<file path="src/rtl/cond_flags_unit_if.sv">
// E-stage request bundle into the condition/flags unit and the gated M-stage controls out of it.
interface cond_flags_unit_if;
  logic       stall_i;
  logic       flush_i;
  logic       valid_i;
  logic [3:0] cond_i;
  logic [1:0] flagwrite_i;
  logic [3:0] alu_flags_i;
  logic       regwrite_i;
  logic       memwrite_i;
  logic       pcsrc_i;
  logic       condex_o;
  logic [3:0] flags_o;
  logic       valid_o;
  logic       regwrite_o;
  logic       memwrite_o;
  logic       pcsrc_o;

  modport master (
    output stall_i, flush_i, valid_i, cond_i, flagwrite_i, alu_flags_i,
           regwrite_i, memwrite_i, pcsrc_i,
    input  condex_o, flags_o, valid_o, regwrite_o, memwrite_o, pcsrc_o
  );

  modport slave (
    input  stall_i, flush_i, valid_i, cond_i, flagwrite_i, alu_flags_i,
           regwrite_i, memwrite_i, pcsrc_i,
    output condex_o, flags_o, valid_o, regwrite_o, memwrite_o, pcsrc_o
  );
endinterface

</file>
<file path="src/rtl/cond_flags_unit.sv">
// NZCV flags register, ARM-style condition evaluation and gating of E-stage
// write/branch controls into the M-stage pipeline register.
module cond_flags_unit #(
  parameter bit NV_TRUE = 1'b0
) (
  input  logic              clk_i,
  input  logic              rst_ni,
  cond_flags_unit_if.slave  bus
);

  localparam int unsigned FLAGS_W = 4;

  logic [FLAGS_W-1:0] flags_q;
  logic               condex;
  logic               flag_en;
  logic               valid_q;
  logic               regwrite_q;
  logic               memwrite_q;
  logic               pcsrc_q;
  logic               n_f, z_f, c_f, v_f;

  assign {n_f, z_f, c_f, v_f} = flags_q;

  // Condition evaluated against the stored flags only; no ALU forwarding.
  always_comb begin
    condex = 1'b0;
    unique case (bus.cond_i)
      4'b0000: condex = z_f;
      4'b0001: condex = ~z_f;
      4'b0010: condex = c_f;
      4'b0011: condex = ~c_f;
      4'b0100: condex = n_f;
      4'b0101: condex = ~n_f;
      4'b0110: condex = v_f;
      4'b0111: condex = ~v_f;
      4'b1000: condex = c_f & ~z_f;
      4'b1001: condex = ~c_f | z_f;
      4'b1010: condex = (n_f == v_f);
      4'b1011: condex = (n_f != v_f);
      4'b1100: condex = ~z_f & (n_f == v_f);
      4'b1101: condex = z_f | (n_f != v_f);
      4'b1110: condex = 1'b1;
      4'b1111: condex = NV_TRUE;
      default: condex = 1'b0;
    endcase
  end

  assign flag_en = bus.valid_i & condex & ~bus.stall_i & ~bus.flush_i;

  // N,Z and C,V halves commit independently at the end of the E cycle.
  always_ff @(posedge clk_i or negedge rst_ni) begin
    if (!rst_ni) begin
      flags_q <= '0;
    end else if (flag_en) begin
      if (bus.flagwrite_i[1]) flags_q[3:2] <= bus.alu_flags_i[3:2];
      if (bus.flagwrite_i[0]) flags_q[1:0] <= bus.alu_flags_i[1:0];
    end
  end

  // M-stage register: flush beats stall.
  always_ff @(posedge clk_i or negedge rst_ni) begin
    if (!rst_ni) begin
      valid_q    <= 1'b0;
      regwrite_q <= 1'b0;
      memwrite_q <= 1'b0;
      pcsrc_q    <= 1'b0;
    end else if (bus.flush_i) begin
      valid_q    <= 1'b0;
      regwrite_q <= 1'b0;
      memwrite_q <= 1'b0;
      pcsrc_q    <= 1'b0;
    end else if (!bus.stall_i) begin
      valid_q    <= bus.valid_i;
      regwrite_q <= bus.regwrite_i & condex & bus.valid_i;
      memwrite_q <= bus.memwrite_i & condex & bus.valid_i;
      pcsrc_q    <= bus.pcsrc_i & condex & bus.valid_i;
    end
  end

  assign bus.condex_o   = condex;
  assign bus.flags_o    = flags_q;
  assign bus.valid_o    = valid_q;
  assign bus.regwrite_o = regwrite_q;
  assign bus.memwrite_o = memwrite_q;
  assign bus.pcsrc_o    = pcsrc_q;

endmodule

</file>
<file path="src/flat_wrapper.sv">
// flat-port wrapper written by rule: the top's interface ports become plain ports
module cond_flags_unit_flat 
#(
  parameter bit NV_TRUE = 1'b0
)
  (clk_i, rst_ni, bus_stall_i, bus_flush_i, bus_valid_i, bus_cond_i, bus_flagwrite_i, bus_alu_flags_i, bus_regwrite_i, bus_memwrite_i, bus_pcsrc_i, bus_condex_o, bus_flags_o, bus_valid_o, bus_regwrite_o, bus_memwrite_o, bus_pcsrc_o);
  cond_flags_unit_if bus_i ();
  input  logic clk_i;
  input  logic rst_ni;
  input wire logic [$bits(bus_i.stall_i)-1:0] bus_stall_i;
  input wire logic [$bits(bus_i.flush_i)-1:0] bus_flush_i;
  input wire logic [$bits(bus_i.valid_i)-1:0] bus_valid_i;
  input wire logic [$bits(bus_i.cond_i)-1:0] bus_cond_i;
  input wire logic [$bits(bus_i.flagwrite_i)-1:0] bus_flagwrite_i;
  input wire logic [$bits(bus_i.alu_flags_i)-1:0] bus_alu_flags_i;
  input wire logic [$bits(bus_i.regwrite_i)-1:0] bus_regwrite_i;
  input wire logic [$bits(bus_i.memwrite_i)-1:0] bus_memwrite_i;
  input wire logic [$bits(bus_i.pcsrc_i)-1:0] bus_pcsrc_i;
  output wire logic [$bits(bus_i.condex_o)-1:0] bus_condex_o;
  output wire logic [$bits(bus_i.flags_o)-1:0] bus_flags_o;
  output wire logic [$bits(bus_i.valid_o)-1:0] bus_valid_o;
  output wire logic [$bits(bus_i.regwrite_o)-1:0] bus_regwrite_o;
  output wire logic [$bits(bus_i.memwrite_o)-1:0] bus_memwrite_o;
  output wire logic [$bits(bus_i.pcsrc_o)-1:0] bus_pcsrc_o;
  assign bus_i.stall_i = bus_stall_i;
  assign bus_i.flush_i = bus_flush_i;
  assign bus_i.valid_i = bus_valid_i;
  assign bus_i.cond_i = bus_cond_i;
  assign bus_i.flagwrite_i = bus_flagwrite_i;
  assign bus_i.alu_flags_i = bus_alu_flags_i;
  assign bus_i.regwrite_i = bus_regwrite_i;
  assign bus_i.memwrite_i = bus_memwrite_i;
  assign bus_i.pcsrc_i = bus_pcsrc_i;
  assign bus_condex_o = bus_i.condex_o;
  assign bus_flags_o = bus_i.flags_o;
  assign bus_valid_o = bus_i.valid_o;
  assign bus_regwrite_o = bus_i.regwrite_o;
  assign bus_memwrite_o = bus_i.memwrite_o;
  assign bus_pcsrc_o = bus_i.pcsrc_o;
  cond_flags_unit #(.NV_TRUE(NV_TRUE)) u_core (.clk_i(clk_i), .rst_ni(rst_ni), .bus(bus_i));
endmodule
</file>
<file path="config.mk">
export PLATFORM = sky130hd
export DESIGN_NAME = cond_flags_unit_flat
export DESIGN_NICKNAME = d
export VERILOG_FILES = /design/src/rtl/cond_flags_unit_if.sv /design/src/rtl/cond_flags_unit.sv /design/src/flat_wrapper.sv
export SDC_FILE = /design/constraint.sdc
export NUM_CORES = 1
export LEC_CHECK = 0
export BUFFER_PORTS_ARGS = -buffer_cell sky130_fd_sc_hd__buf_2
export CAP_MARGIN = 40
export CELL_PAD_IN_SITES_DETAIL_PLACEMENT = 0
export CELL_PAD_IN_SITES_GLOBAL_PLACEMENT = 1
export CORE_AREA = 4 4 45 57
export CTS_CLUSTER_DIAMETER = 150
export DETAILED_ROUTE_END_ITERATION = 8
export DIE_AREA = 0 0 49 61
export GPL_TIMING_DRIVEN = 0
export HOLD_SLACK_MARGIN = 0.06
export PLACE_DENSITY_LB_ADDON = 0.1
export SETUP_SLACK_MARGIN = 0.4
export SYNTH_ARGS = -nofsm -noshare
export SYNTH_HDL_FRONTEND = slang
export SYNTH_SLANG_ARGS = --single-unit
</file>
<file path="constraint.sdc">
create_clock -name clk_i -period 2.1 [get_ports clk_i]
set_input_delay 0.105 -clock clk_i [delete_from_list [all_inputs] [get_ports clk_i]]
set_output_delay 0.105 -clock clk_i [all_outputs]
set_load 0.03 [all_outputs]
</file>
Word level (Yosys, flattened, before mapping). Index checks and enable logic that the tools add are counted.

Bitwise gates (word level): 19. Reduce and logical (&&, ||, !) cells: 3. Mux-type cells: 9. Equality and inequality tests: 18.

Operators with widths (number): $eq A4 B4 Y1 const B (8); $eq A4 B3 Y1 const B (4); $pmux W1 S16 (1); $and A1 B1 Y1 (11); $eq A4 B2 Y1 const B (2); $mux W1 (8); $not A1 Y1 (6); $eq A4 B1 Y1 const B (1); $logic_not A4 Y1 (1); $reduce_and A2 Y1 (2); $ne A2 B1 Y1 const B (1); $or A1 B1 Y1 (2); $eq A1 B1 Y1 (1); $ne A1 B1 Y1 (1).

Output and inout port bits: 9. Bits of input ports: 18. Word-level logic and storage cells: 55. Flip-flop bits (word level): 8.

Depth between registers and ports, before layout.
Depth after elaboration: 7. Depth in mapped cells: 7. Gate-level depth less buffers: 6.

Worst setup path before layout. OpenSTA, ideal clock, no wires.

Path type: register -> register. From: register u_core.flags_q[3] (netlist: u_core.bus.flags_o[3]). To: register u_core.flags_q[3] (netlist: u_core.bus.flags_o[3]). Path buffers: 0. Setup slack: 0.078 ns. Stages on the path, launching flop included: 7. Data arrival time: 1.897 ns. Setup time: 0.125 ns. Data required time: 1.975 ns. Period minus slack after synthesis: 2.022 ns. Cells stage by stage: dfrtp_1 > xor2_1 > mux2_2 > o211ai_2 > nor4_4 > nor2_1 > mux2_2.

Cells in the longest elaborated chain, start to end: 7. Elaborated cells between the ends (all ways): 10. Classes of those cells: eq/ne: 2; mux: 1; bitwise: 6; reduce/logical: 1.

RTL lines: from (decl) (RTL line cond_flags_unit.sv:13) `logic [FLAGS_W-1:0] flags_q;`; from (signal assigned) (RTL line cond_flags_unit.sv:55) `if (bus.flagwrite_i[1]) flags_q[3:2] <= bus.alu_flags_i[3:2];`; $ne A1 B1 Y1 or $eq A1 B1 Y1 (tied branches); $or A1 B1 Y1 or $and A1 B1 Y1 (tied branches) (RTL line cond_flags_unit.sv:41, cond_flags_unit.sv:40); $pmux W1 S16 * (RTL line cond_flags_unit.sv:27) `unique case (bus.cond_i)`; $and A1 B1 Y1 * (3 in a row) (RTL line cond_flags_unit.sv:48) `assign flag_en = bus.valid_i & condex & ~bus.stall_i & ~bus.flush_i;`; $reduce_and A2 Y1 (no line) *.

Every way passes the cells marked *; elsewhere a longest branch is shown, timed or not. A chain may end at the register's enable or synchronous reset.

Worst setup path after layout.
From: register u_core.flags_q[1] (netlist: u_core.bus.flags_o[1]). To: register u_core.flags_q[2] (netlist: u_core.bus.flags_o[2]).

Cells in the longest elaborated chain, start to end: 7. Elaborated cells between the ends (all ways): 8. Classes of those cells: mux: 1; bitwise: 6; reduce/logical: 1.

RTL lines: from (signal assigned) (RTL line cond_flags_unit.sv:56) `if (bus.flagwrite_i[0]) flags_q[1:0] <= bus.alu_flags_i[1:0];`; $not A1 Y1 (RTL line cond_flags_unit.sv:31, cond_flags_unit.sv:37); $or A1 B1 Y1 (RTL line cond_flags_unit.sv:37) `4'b1001: condex = ~c_f | z_f;`; $pmux W1 S16 * (RTL line cond_flags_unit.sv:27); $and A1 B1 Y1 * (3 in a row) (RTL line cond_flags_unit.sv:48); $reduce_and A2 Y1 (no line) *.

Marks and branches as above.

==> implementation parameters <==
Parameter                              Value

Outcome
  Status ... completed

Power
  Maximum vdd drop ... 534 uV
  Int Power ... 549 uW
  Switching Share ... 0.405
  Switch Pwr ... 373 uW
  Part of the total power dissipated in the clock network ... 0.127
  Fraction of power consumed by combinational cells ... 0.589
  Share of total power in sequential cells ... 0.284
  Ratio of total power to cell area ... 987 nW/um^2
  Cell leakage power ... 0.439 nW

Global routing
  Initial antenna violation count ... 0
  First-pass GRT wire length ... 2.66 mm
  Total GRT Usage ... 0.115
  Number of global-route vias before repair ... 603
  Pin count of the biggest net entering global routing ... 11
  Grt total ovfl ... 0

STA
  Count of endpoints failing hold in the final timing report ... 0
  Worst-Margin Slew ... 377 ps
  Final Critical Period ... 1960 ps
  Post-Route Skew ... 5.11 ps
  Maximum clock rate ... 511 MHz
  Remaining max-slew budget at the tightest pin ... 0.747
  Crit share post-route ... 0.931
  Final setup TNS ... 0 ps
  Fin. max-slew vios ... 0
  Final-report setup violation count ... 0
  Setup repair after global routing missed its margin ... yes

Synthesis
  Flop and latch count out of synthesis ... 8
  Dominant cells by area after synthesis ... sky130_fd_sc_hd__dfrtp_1, sky130_fd_sc_hd__mux2_2, sky130_fd_sc_hd__nor2_1
  Number of distinct library cell variants in the gate-level netlist after synthesis ... 28
  Number of synthesis warnings ... 0
  Synthesized instance count ... 59
  Mean instance size in the synthesized netlist ... 9.99 um^2
  Fraction of post-synthesis cell area in the top cell type by area ... 0.340
  Number of flops mapped to enable cells by yosys ... 0
  Share of async-settable or async-resettable flops after synthesis ... 1.00
  Register area share after synthesis ... 0.340
  Cell type contributing the most total cell area after synthesis ... sky130_fd_sc_hd__dfrtp_1
  Synthesized area ... 589 um^2
  Synthesized netlist net count ... 77
  Post-synth top flop ... sky130_fd_sc_hd__dfrtp_1

Worst setup path
  End point of the critical path ... u_core.bus.flags_o[2]
  Critical path capture point type ... flop
  Endpoint required time on the critical path ... 2240 ps
  Capturing point of the worst reg2reg path ... u_core.bus.flags_o[2]
  Critical path class ... flop to flop
  Startpoint of the most critical register-to-register path ... u_core.bus.flags_o[1]
  Origin of the worst setup path ... u_core.bus.flags_o[1]
  Worst reg-to-reg setup slack ... 140 ps
  Element type at the critical path start ... flop
  Critical path fanouts, max ... 4
  Arrival time at the worst endpoint ... 2090 ps
  Worst-case reg-to-reg path depth ... 7

Floorplan
  X dimension of the die ... 49 um
  Core outline area ... 1980 um^2
  Total Die Area ... 2990 um^2
  Top-level port count ... 27
  Std-Cell Rows ... 18
  Initial Utilization ... 0.297
  Chip height ... 61 um

Route
  Router iterations before antenna repair ... 3
  Routed WL per cell ... 13.4 um
  Vias per std cell ... 5.09
  Final wirelength ... 1.56 mm
  Initial DRC count ... 7
  Detail Route Antenna Nets ... 0
  Post-route DRC ... 0
  Vias post-DR ... 595

CTS
  Clock tree root buffer cell ... sky130_fd_sc_hd__clkbuf_4
  Clock H-tree levels ... 1
  Longest Clk Path Bufs ... 2
  Clk pin slew, worst setup/hold paths ... 60 ps
  TritonCTS Buffers ... 3
  Clock sinks ... 8
  Clock tree from TritonCTS ... done
  Later-pin clock latency in the skew report ... 250 ps

Worst hold path
  Class of the worst hold path ... input port to flop

Run
  Count of max-cap constraint violations ... 0

Layout
  Synth-to-layout area growth ... 58.4%
  Fraction of layout cells with a size suffix above 1 ... 0.608
  Final Core Density ... 0.471
  Number of nets at the end of the flow ... 117
  Number of diodes ... 0

Placed design
  Weighted congestion at the end of routability-driven global placement ... 0.784
  Post-detail-place hpwl ... 1.18 mm
  Buffers added on ports ... 24
final cells by class:
type / instances / area [um^2]
clock buffer: 3 / 22.5
sequential: 8 / 205
tap: 20 / 25.0
buffer: 2 / 22.5
fill: 216 / 1050
inverter: 2 / 7.51
multi-input combinational: 47 / 434
timing repair buffer: 35 / 216
layout by cell type, fill, tap and decap left out, types with 2 or more instances in the layout:
| cell | instances |
|---|---|
| sky130_fd_sc_hd__mux2_4 | 4 |
| sky130_fd_sc_hd__nand3b_1 | 2 |
| sky130_fd_sc_hd__nor2b_1 | 3 |
| sky130_fd_sc_hd__buf_2 | 23 |
| sky130_fd_sc_hd__inv_1 | 2 |
| sky130_fd_sc_hd__dfrtp_2 | 4 |
| sky130_fd_sc_hd__a21oi_1 | 2 |
| sky130_fd_sc_hd__nand2_1 | 2 |
| sky130_fd_sc_hd__nor3b_1 | 2 |
| sky130_fd_sc_hd__nor2_1 | 6 |
| sky130_fd_sc_hd__clkbuf_4 | 3 |
| sky130_fd_sc_hd__a32o_1 | 3 |
| sky130_fd_sc_hd__nor2_2 | 2 |
| sky130_fd_sc_hd__buf_4 | 9 |
| sky130_fd_sc_hd__dlygate4sd3_1 | 3 |
| sky130_fd_sc_hd__nand4b_1 | 2 |
| sky130_fd_sc_hd__dfrtp_1 | 4 |
critical path, cell delays in order (launching register included):
cell,delay [ps]
sky130_fd_sc_hd__dfrtp_2,420
sky130_fd_sc_hd__nor3b_4,160
sky130_fd_sc_hd__o311ai_4,260
sky130_fd_sc_hd__a21oi_2,110
sky130_fd_sc_hd__nor4_4,370
sky130_fd_sc_hd__buf_4,190
sky130_fd_sc_hd__nor2_4,40
sky130_fd_sc_hd__mux2_4,290
logic make-up after synthesis:
logic type	Yosys count	share of synthesized area
AO/OA/AOI/OAI	12	0.170
XOR/XNOR	2	0.0297
buffers and inverters	4	0.0510
flip-flops	8	0.340
multiplexers	5	0.0955
AND/OR/NAND/NOR	28	0.314
flip-flops by register name, indices dropped and copies added, names as in the netlist:
name                   cells
u_core.bus.memwrite_o      1
u_core.bus.pcsrc_o         1
u_core.bus.flags_o         4
u_core.bus.regwrite_o      1
u_core.bus.valid_o         1
through the flow:
stage	hold WS, ps	area, um^2	setup WS (ps)	power, mW	instances
after floorplan	-191	612	214	0.525	59
after global placement	-43.4	757	144	0.628	103
after detailed placement	-46.1	757	134	0.633	103
after CTS	76.0	885	114	0.866	113
after global routing	82.1	933	55.1	0.986	117
final	84.9	933	145	0.921	117
power by group through the flow:
stage | registers, mW | logic (mW) | clock network, mW
final | 0.261 | 0.543 | 0.117
after global routing | 0.269 | 0.587 | 0.129
after CTS | 0.259 | 0.485 | 0.122
after detailed placement | 0.260 | 0.373 | 0
after global placement | 0.259 | 0.368 | 0
after floorplan | 0.327 | 0.198 | 0
synthesized netlist by cell type, types with 2 or more instances:
master	count
sky130_fd_sc_hd__nor2b_1	3
sky130_fd_sc_hd__nand2_1	2
sky130_fd_sc_hd__a32o_1	3
sky130_fd_sc_hd__nor2_1	9
sky130_fd_sc_hd__xor2_1	2
sky130_fd_sc_hd__mux2_2	4
sky130_fd_sc_hd__inv_1	2
sky130_fd_sc_hd__dfrtp_1	8
sky130_fd_sc_hd__nand4b_1	2
sky130_fd_sc_hd__nand3b_1	2
sky130_fd_sc_hd__a21oi_1	3
sky130_fd_sc_hd__nor3b_1	3
per-layer routing:
metal  up-vias  share of wire  track usage
met1       283           0.40        0.134
met5         -              0            0
met3         3          0.048       0.0147
met2        19           0.53        0.203
met4         0          0.019       0.0692
li1        290              -            -
timing repair:
action,CTS,global route
resized for setup,10,5
hold buffers,3,0
pin swaps,11,5
endpoints found under the hold margin,10,0
cloned,0,0
setup buffers,4,4
setup endpoints to repair,8,8
worst min path at each step:
stage | start | endpoint | slack, ps | depth (start not counted)
5_1_grt | bus_alu_flags_i[3] | u_core.bus.flags_o[3] | 80 | 2
3_3_place_gp | rst_ni | u_core.bus.valid_o | -40 | 1
6_report | bus_alu_flags_i[3] | u_core.bus.flags_o[3] | 80 | 2
3_5_place_dp | rst_ni | u_core.bus.valid_o | -50 | 1
2_1_floorplan | rst_ni | u_core.bus.flags_o[0] | -190 | 0
4_1_cts | bus_alu_flags_i[3] | u_core.bus.flags_o[3] | 80 | 2
Power figures use the tool's default switching activity.
